File: config.mk
export PLATFORM = sky130hd
export DESIGN_NAME = seq_divider
export DESIGN_NICKNAME = d
export VERILOG_FILES = /design/src/rtl/div_pkg.sv /design/src/rtl/full_Adder.sv /design/src/rtl/restoring_div_step.sv /design/src/rtl/seq_divider.sv
export SDC_FILE = /design/constraint.sdc
export NUM_CORES = 1
export LEC_CHECK = 0
export ABC_AREA = 0
export CORE_ASPECT_RATIO = 1.2
export CORE_MARGIN = 4
export CORE_UTILIZATION = 49
export CTS_BUF_LIST = sky130_fd_sc_hd__clkbuf_8
export DETAILED_ROUTE_END_ITERATION = 8
export GPL_TIMING_DRIVEN = 0
export PLACE_DENSITY_LB_ADDON = 0.15
export RECOVER_POWER = 50
export SYNTH_ARGS = -nofsm -noshare
export SYNTH_HDL_FRONTEND = slang
export SYNTH_HIERARCHICAL = 1
export SYNTH_SLANG_ARGS = --single-unit
export TNS_END_PERCENT = 20
File: constraint.sdc
create_clock -name CLK -period 3.3 [get_ports CLK]
set_input_delay 0.33 -clock CLK [delete_from_list [all_inputs] [get_ports CLK]]
set_output_delay 0.33 -clock CLK [all_outputs]
set_load 0.005 [all_outputs]
File: src/rtl/div_pkg.sv
// Shared types and constants for the sequential restoring divider.
package div_pkg;
  typedef enum logic [1:0] {
    IDLE = 2'd0,
    RUN  = 2'd1,
    FIN  = 2'd2
  } div_state_t;

  localparam int N_DEF = 4;

  // Replicated across the full quotient width on divide-by-zero.
  localparam logic DZ_Q_FILL = 1'b1;
endpackage

File: src/rtl/full_Adder.sv
// One-bit full adder cell used to build the divider's subtract chain.
module full_Adder (
  input  logic a_i,
  input  logic b_i,
  input  logic c_i,
  output logic s_o,
  output logic c_o
);
  assign s_o = a_i ^ b_i ^ c_i;
  assign c_o = (a_i & b_i) | (c_i & (a_i ^ b_i));
endmodule

File: src/rtl/restoring_div_step.sv
// One restoring-division step: trial subtract p - d on an N+1-bit ripple chain,
// keep the difference when it does not borrow, otherwise restore p.
module restoring_div_step
  import div_pkg::*;
#(
  parameter int N = N_DEF
) (
  input  logic [N:0]   p_i,
  input  logic [N-1:0] d_i,
  output logic [N-1:0] rem_o,
  output logic         q_o
);
  logic [N:0]   d_inv;
  logic [N:0]   diff;
  logic [N+1:0] carry;

  assign d_inv    = ~{1'b0, d_i};
  assign carry[0] = 1'b1;

  generate
    for (genvar gi = 0; gi <= N; gi++) begin : g_sub
      full_Adder u_fa (
        .a_i(p_i[gi]),
        .b_i(d_inv[gi]),
        .c_i(carry[gi]),
        .s_o(diff[gi]),
        .c_o(carry[gi+1])
      );
    end
  endgenerate

  // With p < 2d, a non-borrowing difference always has a clear top bit.
  assign q_o   = carry[N+1] & ~diff[N];
  assign rem_o = q_o ? diff[N-1:0] : p_i[N-1:0];
endmodule

File: src/rtl/seq_divider.sv
// Sequential restoring divider: 2N-bit dividend / N-bit divisor, one quotient
// bit per clock under a START/BUSY/DONE handshake.
module seq_divider
  import div_pkg::*;
#(
  parameter int N = N_DEF
) (
  input  logic           CLK,
  input  logic           RST,
  input  logic           START,
  input  logic [2*N-1:0] Z,
  input  logic [N-1:0]   B,
  output logic [2*N-1:0] Q,
  output logic [N-1:0]   R,
  output logic           BUSY,
  output logic           DONE,
  output logic           DZ
);
  localparam int              CNT_W    = $clog2(2 * N);
  localparam logic [CNT_W-1:0] CNT_LAST = CNT_W'(2 * N - 1);

  div_state_t       state_q, state_d;
  logic [2*N-1:0]   dvd_q, dvd_d;
  logic [N-1:0]     dvs_q, dvs_d;
  logic [N-1:0]     rem_q, rem_d;
  logic [CNT_W-1:0] cnt_q, cnt_d;
  logic [2*N-1:0]   quo_q, quo_d;
  logic [N-1:0]     res_q, res_d;
  logic             dz_q, dz_d;
  logic [N-1:0]     step_rem;
  logic             step_bit;

  restoring_div_step #(.N(N)) u_step (
    .p_i  ({rem_q, dvd_q[2*N-1]}),
    .d_i  (dvs_q),
    .rem_o(step_rem),
    .q_o  (step_bit)
  );

  always_ff @(posedge CLK) begin
    if (RST) begin
      state_q <= IDLE;
      dvd_q   <= '0;
      dvs_q   <= '0;
      rem_q   <= '0;
      cnt_q   <= '0;
      quo_q   <= '0;
      res_q   <= '0;
      dz_q    <= 1'b0;
    end else begin
      state_q <= state_d;
      dvd_q   <= dvd_d;
      dvs_q   <= dvs_d;
      rem_q   <= rem_d;
      cnt_q   <= cnt_d;
      quo_q   <= quo_d;
      res_q   <= res_d;
      dz_q    <= dz_d;
    end
  end

  always_comb begin
    state_d = state_q;
    dvd_d   = dvd_q;
    dvs_d   = dvs_q;
    rem_d   = rem_q;
    cnt_d   = cnt_q;
    quo_d   = quo_q;
    res_d   = res_q;
    dz_d    = dz_q;
    case (state_q)
      IDLE: begin
        if (START) begin
          if (B != '0) begin
            dvd_d   = Z;
            dvs_d   = B;
            rem_d   = '0;
            cnt_d   = CNT_LAST;
            dz_d    = 1'b0;
            state_d = RUN;
          end else begin
            quo_d   = {(2 * N){DZ_Q_FILL}};
            res_d   = '0;
            dz_d    = 1'b1;
            state_d = FIN;
          end
        end
      end
      RUN: begin
        // Quotient bits fill the dividend register from the bottom as it drains.
        dvd_d = {dvd_q[2*N-2:0], step_bit};
        rem_d = step_rem;
        cnt_d = cnt_q - CNT_W'(1);
        if (cnt_q == '0) begin
          quo_d   = {dvd_q[2*N-2:0], step_bit};
          res_d   = step_rem;
          state_d = FIN;
        end
      end
      FIN:     state_d = IDLE;
      default: state_d = IDLE;
    endcase
  end

  assign Q    = quo_q;
  assign R    = res_q;
  assign DZ   = dz_q;
  assign BUSY = (state_q == RUN);
  assign DONE = (state_q == FIN);
endmodule

Word-level counts from Yosys, hierarchy flattened
Index checks and enable logic that the tools add are counted.
{ "totals": {"ff_bits": 34, "in_bits": 15, "out_inout_bits": 15, "wordCells": 74} }
{ "op_classes": {"add_sub_neg": 1, "eq_ne": 6, "muxes": 23, "n_bitwise": 27, "n_reduce_logical": 9} }
{ "op_table": {"columns": ["op", "count"], "rows": [
  ["$mux W8", 5],
  ["$pmux W8 S2", 2],
  ["$mux W4", 6],
  ["$pmux W4 S2", 2],
  ["$and A1 B1 Y1", 10],
  ["$xor A1 B1 Y1", 9],
  ["$mux W2", 3],
  ["$mux W3", 2],
  ["$ne A2 B2 Y1 const B", 3],
  ["$pmux W3 S2", 1],
  ["$reduce_and A3 Y1", 2],
  ["$not A4 Y5", 1],
  ["$or A1 B1 Y1", 5],
  ["$pmux W2 S2", 1],
  ["$reduce_and A2 Y1", 2],
  ["$reduce_and A4 Y1", 1],
  ["$reduce_bool A4 Y1", 1],
  ["$logic_not A3 Y1", 1],
  ["$sub A3 B1 Y3 const B", 1],
  ["$eq A2 B1 Y1 const B", 1],
  ["$eq A2 B2 Y1 const B", 1],
  ["$logic_not A2 Y1", 1],
  ["$ne A2 B1 Y1 const B", 1],
  ["$not A1 Y1", 2],
  ["2 further kinds", 2]
]} }

Longest topological paths before layout
Gate-level depths: netlist of run 1.
{ "depth": {"word_depth": 15, "mapped_depth": 10, "ltp_nobuf": 10} }

Hierarchy
The synthesis of run 1 kept the hierarchy.
{ "by_module_without_submodules": {"columns": ["module", "n_inst", "cells_per_inst", "area_each_um2", "seq_area_each_um2"], "rows": [
  ["seq_divider", 1, 175, 1539.0, 680.7],
  ["full_Adder", 5, 1, 20.0, 0.0],
  ["restoring_div_step", 1, 11, 96.3, 0.0]
]} }

Least setup slack after synthesis of run 1
Ideal clock, no wire load.
{ "synth_timing": {"path_type": "reg-to-reg", "start": "reg dvs_q[0]", "end": "reg res_q[0], in the netlist R[0]", "setup_time_ns": 0.132, "arrival_time_ns": 3.026, "t_required_ns": 3.168, "path_slack_ns": 0.142, "path_stages_with_launch": 11, "n_path_buf": 0, "period_less_slack_ns": 3.158, "cell_sequence": "dfxtp_1 inv_1 fa_1 fa_1 fa_1 fa_1 fa_1 nand2b_4 mux2_4 a22oi_1 a21oi_1"} }
{ "synth_via": {"elab_chain_cells": 15, "elab_cells_between_ends": 19, "classes_between": "3 x mux; 16 x bitwise"} }
{ "synth_rtl": {"columns": ["item", "line_no", "text"], "rows": [
  ["from (decl)", "seq_divider.sv:24", "logic [N-1:0] dvs_q, dvs_d;"],
  ["from (signal assigned)", "seq_divider.sv:53", "dvs_q <= dvs_d;"],
  ["$not A4 Y5 (*)", "restoring_div_step.sv:17", "assign d_inv = ~{1'b0, d_i};"],
  ["named net u_step.d_inv[0]", "restoring_div_step.sv:13", "logic [N:0] d_inv;"],
  ["$and A1 B1 Y1 or $xor A1 B1 Y1 (tied branches)", "full_Adder.sv:10", "assign c_o = (a_i & b_i) | (c_i & (a_i ^ b_i));"],
  ["$or A1 B1 Y1 (*)", "full_Adder.sv:10", null],
  ["named net u_step.carry[1]", "restoring_div_step.sv:15", "logic [N+1:0] carry;"],
  ["$and A1 B1 Y1 (*)", "full_Adder.sv:10", null],
  ["$or A1 B1 Y1 (*)", "full_Adder.sv:10", null],
  ["named net u_step.carry[2]", "restoring_div_step.sv:15", null],
  ["(+2 left out)", null, null],
  ["named net u_step.carry[3]", "restoring_div_step.sv:15", null],
  ["(+2 left out)", null, null],
  ["named net u_step.carry[4]", "restoring_div_step.sv:15", null],
  ["$xor A1 B1 Y1 (*)", "full_Adder.sv:9", "assign s_o = a_i ^ b_i ^ c_i;"],
  ["named net u_step.diff[4]", "restoring_div_step.sv:14", "logic [N:0] diff;"],
  ["$not A1 Y1 (*)", "restoring_div_step.sv:33", "assign q_o = carry[N+1] & ~diff[N];"],
  ["$and A1 B1 Y1 (*)", "restoring_div_step.sv:33", null],
  ["$mux W4 (*)", "restoring_div_step.sv:34", "assign rem_o = q_o ? diff[N-1:0] : p_i[N-1:0];"],
  ["named net step_rem[0]", "seq_divider.sv:30", "logic [N-1:0] step_rem;"],
  ["$mux W4 (*)", "seq_divider.sv:94", "if (cnt_q == '0) begin"],
  ["$pmux W4 S2 (*)", "seq_divider.sv:71", "case (state_q)"],
  ["to (signal assigned)", "seq_divider.sv:57", "res_q <= res_d;"],
  ["to (decl)", "seq_divider.sv:28", "logic [N-1:0] res_q, res_d;"]
]} }
The timed path passes the listed nets; every way through them passes the cells marked *. The select of a mux whose other input is x is not followed.
A chain may end at the register's enable or synchronous reset.

Worst setup path after layout of run 1
{ "layout_timing": {"start": "reg dvs_q[0]", "end": "reg res_q[1], in the netlist R[1]"} }
The elaborated chain is that of the path after synthesis.

==> impl_results.md, run 1 <==
- Commonest cells post-synth: dfxtp_1 (34), o21ai_0 (13), nor2_1 (12)
- HP Class: flip-flop to flip-flop
- NumNets Final: 250
- Setup Fix Bufs, Post-CTS: 0
- Hpwl dp: 3119 um
- # fillers: 316
- Cts hold-fix bufs: 0
- Crit path arrival time: 3330 ps
- Post-synthesis register bit count: 34
- Post-Syn Area: 1735 um^2
- Cell variety after synth: 34
- Final setup violating endpoints: 0
- Most frequent cell after synthesis: dfxtp_1
- Final min period: ~3200 ps
- Gpl congestion: 0.8049
- ANT nets after route: 0
- Setup ws final: 131.6 ps
- Starting Density: 0.5154
- Overflow after GRT: 0
- Nature of the critical path endpoint: flip-flop
- Worst EP required: 3460 ps
- Share of the clock period used by the worst path: 0.9601
- Fin. max-slew vios: 0
- Resized Gates After CTS: 1
- Top FF cell, synth: dfxtp_1
- DR pass1 iterations: 4
- Non-Filler Instances: 266
- TritonCTS clock tree: yes
- Top Ports: 30
- Clock Path Buffers: 2
- Cells after synthesis: 191
- Status: completed
- Synth top area share: 0.3922
- Syn Area/Cell: 9.086 um^2
- Max Freq: 315.6 MHz
- Syn-to-layout area delta: 25.38%
- 1st-iter DRT viols: 113
- Initial antenna violation count: 0
- Crit Path Category: flip-flop to flip-flop
- Largest net degree at the start of global routing: 11
- Chip Width: 62.33 um
- Post-route design area: 2176 um^2
- Register area share after synthesis: 0.3922
- Worst slack at placement: -12.30 ps
- Placed inst area: 2076 um^2
- Skew final: around 7.2 ps
- Clock Pin Slew Worst Setup and Hold Paths: 70 ps
- Rows: 23
- CTS Buf Count: 5
- Die area: roughly 4600 um^2
- Htree depth: 2
- Synth Warn #: 6
- Skew-Pair Late Insertion Delay: 290 ps
- Pwr/cell area: 464.9 nW/um^2
- Worst vdd ir: around 0.00038 V
- Startpoint types: flip-flop
- Setup TNS: 0 ps
- Tot GR Track Use: 0.1990
- Vias per inst: 5.929
- Leakage: 0.8278 nW
- Layout cells sized above 1: 0.1092
- ANT cells: 0
- Ys async rst share: 0
- Maxcap violations: 0
- PortBufs: 29
- Fin. Hold Viols: 0
- Wire per inst: about 16 um
- Sink Count: 34
- CP Max Fanout: 5
- Overall routed net length: 4293 um
- Total vias in the final route: 1577
- Vias in the first global route: 1569
- Post-synth EDFFs: 0
- Placed instance count: 258
- Die span in y: 73.19 um
- First-pass GRT wire length: 7245 um
- Core region area: 3367 um^2
- DRC violations left: 0
- Top post-synthesis cells by area: dfxtp_1 (39%), fa_1 (5.8%), a311oi_1 (4.0%), o21ai_0 (3.7%), a211oi_1 (3.5%)
- Dominant cell type by area after synthesis: dfxtp_1
- CTS root buf: clkbuf_8
- Final hold slack: 475.0 ps
==> metrics by stage <==
stage / util / total power (W)
detailed placement: 0.6165 / 0.0007078
global route: 0.6462 / 0.001073
CTS: 0.6444 / 0.001020
global placement: 0.6165 / 0.0006969
finish: 0.6462 / 0.001012
floorplan: - / 0.0006216
==> critical path, cell delays in order (launching register included) <==
cell and delay [ps]:
dfxtp_1 330, inv_1 60, fa_2 360, fa_2 350, fa_1 390, fa_2 350, fa_1 480, nand2b_4 170
mux2_4 320, a22oi_1 150, a21oi_1 90
==> routing by layer <==
metal / routed length [um] / vias up / track usage
li1: - / 777 / -
met1: 1901 / 748 / 0.2476
met2: 2081 / 46 / 0.3191
met3: 241 / 6 / 0.06317
met4: 70 / 0 / 0.08255
met5: 0 / - / 0
==> sequential cells by signal (all words and copies together), names as in the netlist <==
| signal | cells |
|---|---|
| DZ | 1 |
| Q | 8 |
| R | 4 |
| cnt_q | 3 |
| dvd_q | 8 |
| dvs_q | 4 |
| rem_q | 4 |
| state_q | 2 |
==> path summary, 6_finish.rpt <==
path	startpoint	end	slack (ps)	cells after the start
worst max-delay path	dvs_q[0]$_SDFFE_PP0P_	R[1]$_SDFFE_PP0P_	130	10
worst min-delay path	dvs_q[1]$_SDFFE_PP0P_	dvs_q[1]$_SDFFE_PP0P_	470	2
worst max register to register	dvs_q[0]$_SDFFE_PP0P_	R[1]$_SDFFE_PP0P_	130	10
worst min register to register	dvs_q[1]$_SDFFE_PP0P_	dvs_q[1]$_SDFFE_PP0P_	470	2
==> area by class of cell <==
cell class / instances / area [um^2] / share of cell area
Buffer: 15 / 73.82 / 0.03393
Clock buffer: 6 / 82.58 / 0.03795
Clock inverter: 2 / 8.758 / 0.004025
Inverter: 10 / 37.54 / 0.01725
Multi-Input combinational cell: 133 / 955.9 / 0.4393
Sequential cell: 34 / 680.7 / 0.3128
Tap cell: 37 / 46.29 / 0.02128
Timing Repair Buffer: 29 / 290.3 / 0.1334
==> logic make-up after synthesis <==
family	count (synthesis)	synth area share
other cells	1	0.002161
simple gates	56	0.1889
fa+ha+maj	7	0.07210
compound gates	64	0.2459
mux	4	0.03461
buf+inv	25	0.06417
flops	34	0.3922
==> report_power, final <==
part	switching (W)	internal, W	total [W]
clock network	0.000149	0.000165	0.000314
registers	0.0000243	0.000445	0.000469
logic	0.000119	0.000110	0.000229
total	0.000292	0.000719	0.00101
==> cells in the final DEF, fill, tap and decap left out, drive strengths merged, types with 9 or more instances in the layout <==
cell / n
nor2: 12
a21oi: 10
nand3: 9
clkbuf: 17
clkdlybuf4s50: 15
dlygate4sd3: 14
dfxtp: 34
o21ai: 13
nor3: 10
inv: 9
No activity file was read; power rests on OpenSTA's default activity.
==> run 2: changes to the inputs <==
- CORE_UTILIZATION: 49 -> 45
==> impl_results.md, run 2 (same netlist as run 1, synthesis figures left out) <==
- Fin. max-slew vios: 0
- Layout cells sized above 1: 0.1092
- Final min period: 3139 ps
- Wire per inst: 16.11 um
- Largest net degree at the start of global routing: 11
- Overflow after GRT: 0
- Clock Path Buffers: 2
- Hold path depth: 2
- CTS root buf: clkbuf_8
- Unrepaired setup endpoints after global routing: false
- Internal power: 0.0007195 W
- Final setup violating endpoints: 0
- Maxcap violations: 0
- R2R Path Start: dvs_q[0]$_SDFFE_PP0P_
- CP Max Fanout: 5
- Tot GR Track Use: 0.1925
- Leakage: 0.8219 nW
- Cell depth of the worst flop-to-flop path: 10
- Nature of the critical path endpoint: flip-flop
- DRC violations left: 0
- CTS Buf Count: 5
- Syn-to-layout area delta: 25.52%
- Max transition margin: 0.3278
- Overall routed net length: 4527 um
- Total vias in the final route: 1602
- Pwr Total: 0.001019 W
- Rows: 24
- Clock Pin Slew Worst Setup and Hold Paths: 70 ps
- Flop pwr share: 0.462
- Status: completed
- Max Freq: approximately 320 MHz
- DR pass1 iterations: 4
- HP Class: flip-flop to flip-flop
- Core region area: 3664 um^2
- Vias in the first global route: ~1600
- Sink Count: 34
- Worst-Margin Slew: about 1000 ps
- Top Ports: 30
- Skew-Pair Late Insertion Delay: 290 ps
- Hpwl dp: 3350 um
- Gpl congestion: 0.8315
- Startpoint types: flip-flop
- Cts hold-fix bufs: 0
- Initial antenna violation count: 0
- Fin. Hold Viols: 0
- First-pass GRT wire length: 7527 um
- Setup Fix Bufs, Post-CTS: 0
- Vias per inst: 5.701
- P_sw: 0.0002992 W
- Leading cell types in the layout, fill and taps excluded: dfxtp_1 (34), dlygate4sd3_1 (16), o21ai_0 (13), clkdlybuf4s50_1 (13)
- Crit path arrival time: 3300 ps
- Min-delay src: DZ$_SDFFE_PP0P_
- TritonCTS clock tree: yes
- Share of the clock period used by the worst path: 0.9511
- Pwr/cell area: 467.6 nW/um^2
- Worst vdd ir: 0.0002536 V
- Combinational share of power: 0.225
- Skew final: 6.039 ps
- Min-Delay Endpoint: DZ$_SDFFE_PP0P_
- Crit Path Category: flip-flop to flip-flop
- PortBufs: 29
- Setup slack, reg-to-reg: 160 ps
- Chip Width: 64.69 um
- Worst EP required: between 3000 and 4000 ps
- Die area: 4918 um^2
- ANT cells: 0
- Switching fraction of total power: 0.2937
- Setup TNS: 0 ps
- RR Endpoint: R[1]$_SDFFE_PP0P_
- NumNets Final: 250
- Clk pwr share: 0.313
- ANT nets after route: 0
- 1st-iter DRT viols: approximately 210
- Htree depth: 2
- Starting Density: 0.4737
- Most common cell after layout, fill and taps aside: dfxtp_1
- Die span in y: roughly 76 um
==> run 2: changes by cell type in the layout (fill, tap and decap cells not counted) <==
cell,delta
clkbuf_1,+1
fa_2,+1
or4_4,+1
or4_1,-1
nor4_1,+1
dlygate4sd3_1,+2
buf_6,-1
fa_1,-1
clkdlybuf4s50_1,-2
nor4_4,-1
==> run 2: critical path, cell delays in order, from the launching register on <==
cell	delay [ps]
dfxtp_1	340
inv_1	60
fa_2	360
fa_2	340
fa_2	350
fa_2	340
fa_1	490
nand2b_4	170
mux2_4	320
a22oi_1	160
a21oi_1	90
==> run 2: worst max-delay path by stage <==
stage / cells after the start / slack (ps) / start / end
4_1_cts: 10 / 50 / dvs_q[0]$_SDFFE_PP0P_ / R[2]$_SDFFE_PP0P_
5_1_grt: 10 / 30 / dvs_q[0]$_SDFFE_PP0P_ / R[3]$_SDFFE_PP0P_
3_5_place_dp: 10 / -50 / dvs_q[0]$_SDFFE_PP0P_ / R[1]$_SDFFE_PP0P_
3_3_place_gp: 10 / 30 / dvs_q[0]$_SDFFE_PP0P_ / R[0]$_SDFFE_PP0P_
2_1_floorplan: 10 / 140 / dvs_q[0]$_SDFFE_PP0P_ / R[0]$_SDFFE_PP0P_
6_report: 10 / 160 / dvs_q[0]$_SDFFE_PP0P_ / R[1]$_SDFFE_PP0P_
==> run 2: metrics by stage <==
step	cell area [um^2]	setup slack [ps]	instances	hold WS, ps	utilization
floorplan	1739	141.7	192	449.4	-
detailed placement	2095	-47.51	273	483.2	0.5717
global route	2178	31.44	281	520.0	0.5946
global placement	2095	32.03	273	466.0	0.5717
finish	2178	161.4	281	483.3	0.5946
CTS	2191	45.95	281	492.9	0.5980
==> run 2: timing repair <==
action,in CTS,in global routing
endpoints found under the setup margin,4,4
pin swaps,0,0
gates resized for setup,2,3
cloned,0,0
==> run 2: power by group through the flow <==
stage / registers (W) / logic (W) / clock network, W
final: 0.000471 / 0.000229 / 0.000319
after global routing: 0.000475 / 0.000253 / 0.000343
after CTS: 0.000470 / 0.000233 / 0.000320
after detailed placement: 0.000479 / 0.000232 / 0
after global placement: 0.000477 / 0.000221 / 0
after floorplan: 0.000473 / 0.000148 / 0
==> run 2: cell type report <==
type	instances	area (um^2)
buffer	15	66.31
clock buffer	6	82.58
clock inverter	2	8.758
fill	340	1485
inverter	10	37.54
multi-input combinational	133	947.2
sequential	34	680.7
tap	52	65.06
timing repair buffer	29	290.3
==> run 2: per-layer routing <==
metal | part of all wire | vias up | track usage | wire [um]
met3 | 0.039 | 6 | 0.04425 | 177
li1 | - | 780 | - | -
met1 | 0.45 | 774 | 0.2525 | 2058
met4 | 0.011 | 0 | 0.06342 | 52
met2 | 0.49 | 42 | 0.3099 | 2239
met5 | 0 | - | 0 | 0
==> edit, RTL diff (config.mk and constraints of run 1) <==
The 3 states of `div_state_t` get a one-hot encoding in 3 bits.
--- a/src/rtl/div_pkg.sv
+++ b/src/rtl/div_pkg.sv
@@ -1,9 +1,9 @@
 // Shared types and constants for the sequential restoring divider.
 package div_pkg;
-  typedef enum logic [1:0] {
-    IDLE = 2'd0,
-    RUN  = 2'd1,
-    FIN  = 2'd2
+  typedef enum logic [2:0] {
+    IDLE = 3'b001,
+    RUN  = 3'b010,
+    FIN  = 3'b100
   } div_state_t;
 
   localparam int N_DEF = 4;
Function: same outputs for any inputs over 10 cycles, from zero or initial values and one cycle with RST high; not proved beyond that.
==> edit against run 1 <==
Area after synthesis increased by 1.7%. Die area increased by 1.5%. Via count decreased by 11%. Worst setup slack improved by 0.029 ns. Sequential cell count increased by 1. Critical path depth decreased by 1. Sequential share of layout area increased by 1.3 points. Synthesized cell count decreased by 4.2%. Global-route usage decreased by 0.66 points. Wire length decreased by 9.9%. Total power decreased by 9.9%. Cell area decreased by 1.1%. Clock skew decreased by 0.0027 ns. Critical endpoint is now Q[0]. Highest routed layer unchanged.
==> edit: results (changes against run 1) <==
vias in the first global route=1498 (was 1569); H-tree levels=2 (unchanged); DR top layer=met4 (unchanged); ANT cells=0 (unchanged); ranking of synthesized cells by area=dfxtp_1 40%, a211oi_2 5.7%, fa_1 5.7%, nor2_1 3.8%, inv_1 3.4% (was dfxtp_1 39%, fa_1 5.8%, a311oi_1 4.0%, o21ai_0 3.7%, a211oi_1 3.5%); worst slew pin tran=~1.4 ns; met2 WL=1.92 mm (was 2.08 mm); Max VDD drop=0.000311 V (was 0.000381 V); worst setup margin=0.160 ns (was 0.132 ns); synth cell count leaders=35 x dfxtp_1, 18 x nor2_1, 16 x inv_1 (was 34 x dfxtp_1, 13 x o21ai_0, 12 x nor2_1); WL met3=190 um (was 241 um); Yosys cell types=36 (was 34); Skew-Pair Late Insertion Delay=0.29 ns (about the same); sequential cell area fraction in the yosys report=0.397 (was 0.392); final cell count without fillers=255 (was 266); Synth Area in Compound Gates=0.214 (was 0.246); CTS root buf=clkbuf_8 (unchanged); # nets final=241 (was 250); critical path data arrival time=3.29 ns (was 3.33 ns); status=complete, no violations (unchanged); hold path cells=2 (unchanged); Hold Slack=0.456 ns (was 0.475 ns); 1st-iter DRT viols=37 (was 113); Reg2Reg Depth=9 (was 10); CP max FO=5 (unchanged); Via density=5.53 (was 5.93); average cell area after synthesis=9.64 sq um (was 9.09 sq um); largest net degree at the start of global routing=11 (unchanged); sw frac=0.269 (was 0.289); Tot GR Track Use=0.192 (was 0.199); post-synthesis xor/xnor area fraction=0 (unchanged); worst stage delay on the critical path=a little under 0.5 ns; wire per inst=15.2 um (was 16.1 um); Place WS=-0.134 ns (was -0.0123 ns); fraction of layout instances using a drive strength above 1=0.133 (was 0.109); clk buf depth=2 (unchanged); Placer Congestion=0.744 (was 0.805); port buffer count=28 (was 29); first-pass GRT wire length=6.82 mm (was 7.25 mm); Inst Count DP=249 (was 258); Pre-Repair DR Iteration Count=4 (unchanged); post-place instance area=2090 sq um (was 2080 sq um); mux cell area share after synthesis=0.0567 (was 0.0346); Setup Skew=0.00452 ns (was 0.00717 ns); Slowest-stage cell, CP=fa_1 (unchanged); Worst-path clk slew=0.07 ns (about the same); WL met1=1.67 mm (was 1.90 mm); Static Leak=0.835 nW (was 0.828 nW); placed wire-length estimate=2.91 mm (was 3.12 mm); hold crit path type=flop to flop (unchanged); Adder-Cell Fraction of Synth Area=0.0709 (was 0.0721)
edit: changes by cell type after synthesis, moves of 5 or more:
| cell | run 1 | this run |
|---|---|---|
| nor2_1 | 12 | 18 |
| inv_1 | 8 | 16 |
| a311oi_1 | 8 | 0 |
| o22ai_1 | 8 | 0 |
| a211oi_2 | 0 | 8 |
| nand2_1 | 6 | 14 |
| nand3_1 | 9 | 0 |
| clkbuf_1 | 11 | 6 |
| o21bai_1 | 0 | 7 |
| o21ai_0 | 13 | 4 |
edit: final cells by class:
cell class	instances	area (sq um)
sequential	35	701
clock inverter	1	3.75
tap	37	46.3
timing repair buffer	28	280
fill	310	1240
buffer	13	65.1
multi-input combinational	119	922
inverter	17	65.1
clock buffer	5	68.8
edit: final timing paths:
path | start | to
min | Q[1] | Q[1]
max reg2reg | dvd_q[7] | Q[0]
max | dvd_q[7] | Q[0]
min reg2reg | Q[1] | Q[1]
edit: per-layer routing:
| metal | global-route usage | vias to the layer above |
|---|---|---|
| met3 | 0.0505 | 6 |
| met1 | 0.213 | 667 |
| met4 | 0.100 | 0 |
| met2 | 0.341 | 34 |
| li1 | - | 704 |
| met5 | 0 | - |
edit: worst reg2reg max path, delay by kind of cell (launching register included):
family / cells / cell delay [ns]
fa+ha+maj: 5 / 2.01
simple gates: 2 / 0.49
flops: 1 / 0.34
compound gates: 1 / 0.09
buf+inv: 1 / 0.08
edit: power groups by stage:
stage	registers, mW	logic [mW]	clock network (mW)
after global routing	0.469	0.184	0.306
after detailed placement	0.475	0.165	0
after floorplan	0.470	0.113	0
after global placement	0.473	0.158	0
after CTS	0.466	0.166	0.290
final	0.467	0.164	0.281
edit: timing repair:
item                       in CTS  in global routing
resized for setup               1                  5
setup endpoints to repair       2                 10
pin swaps                       0                  1
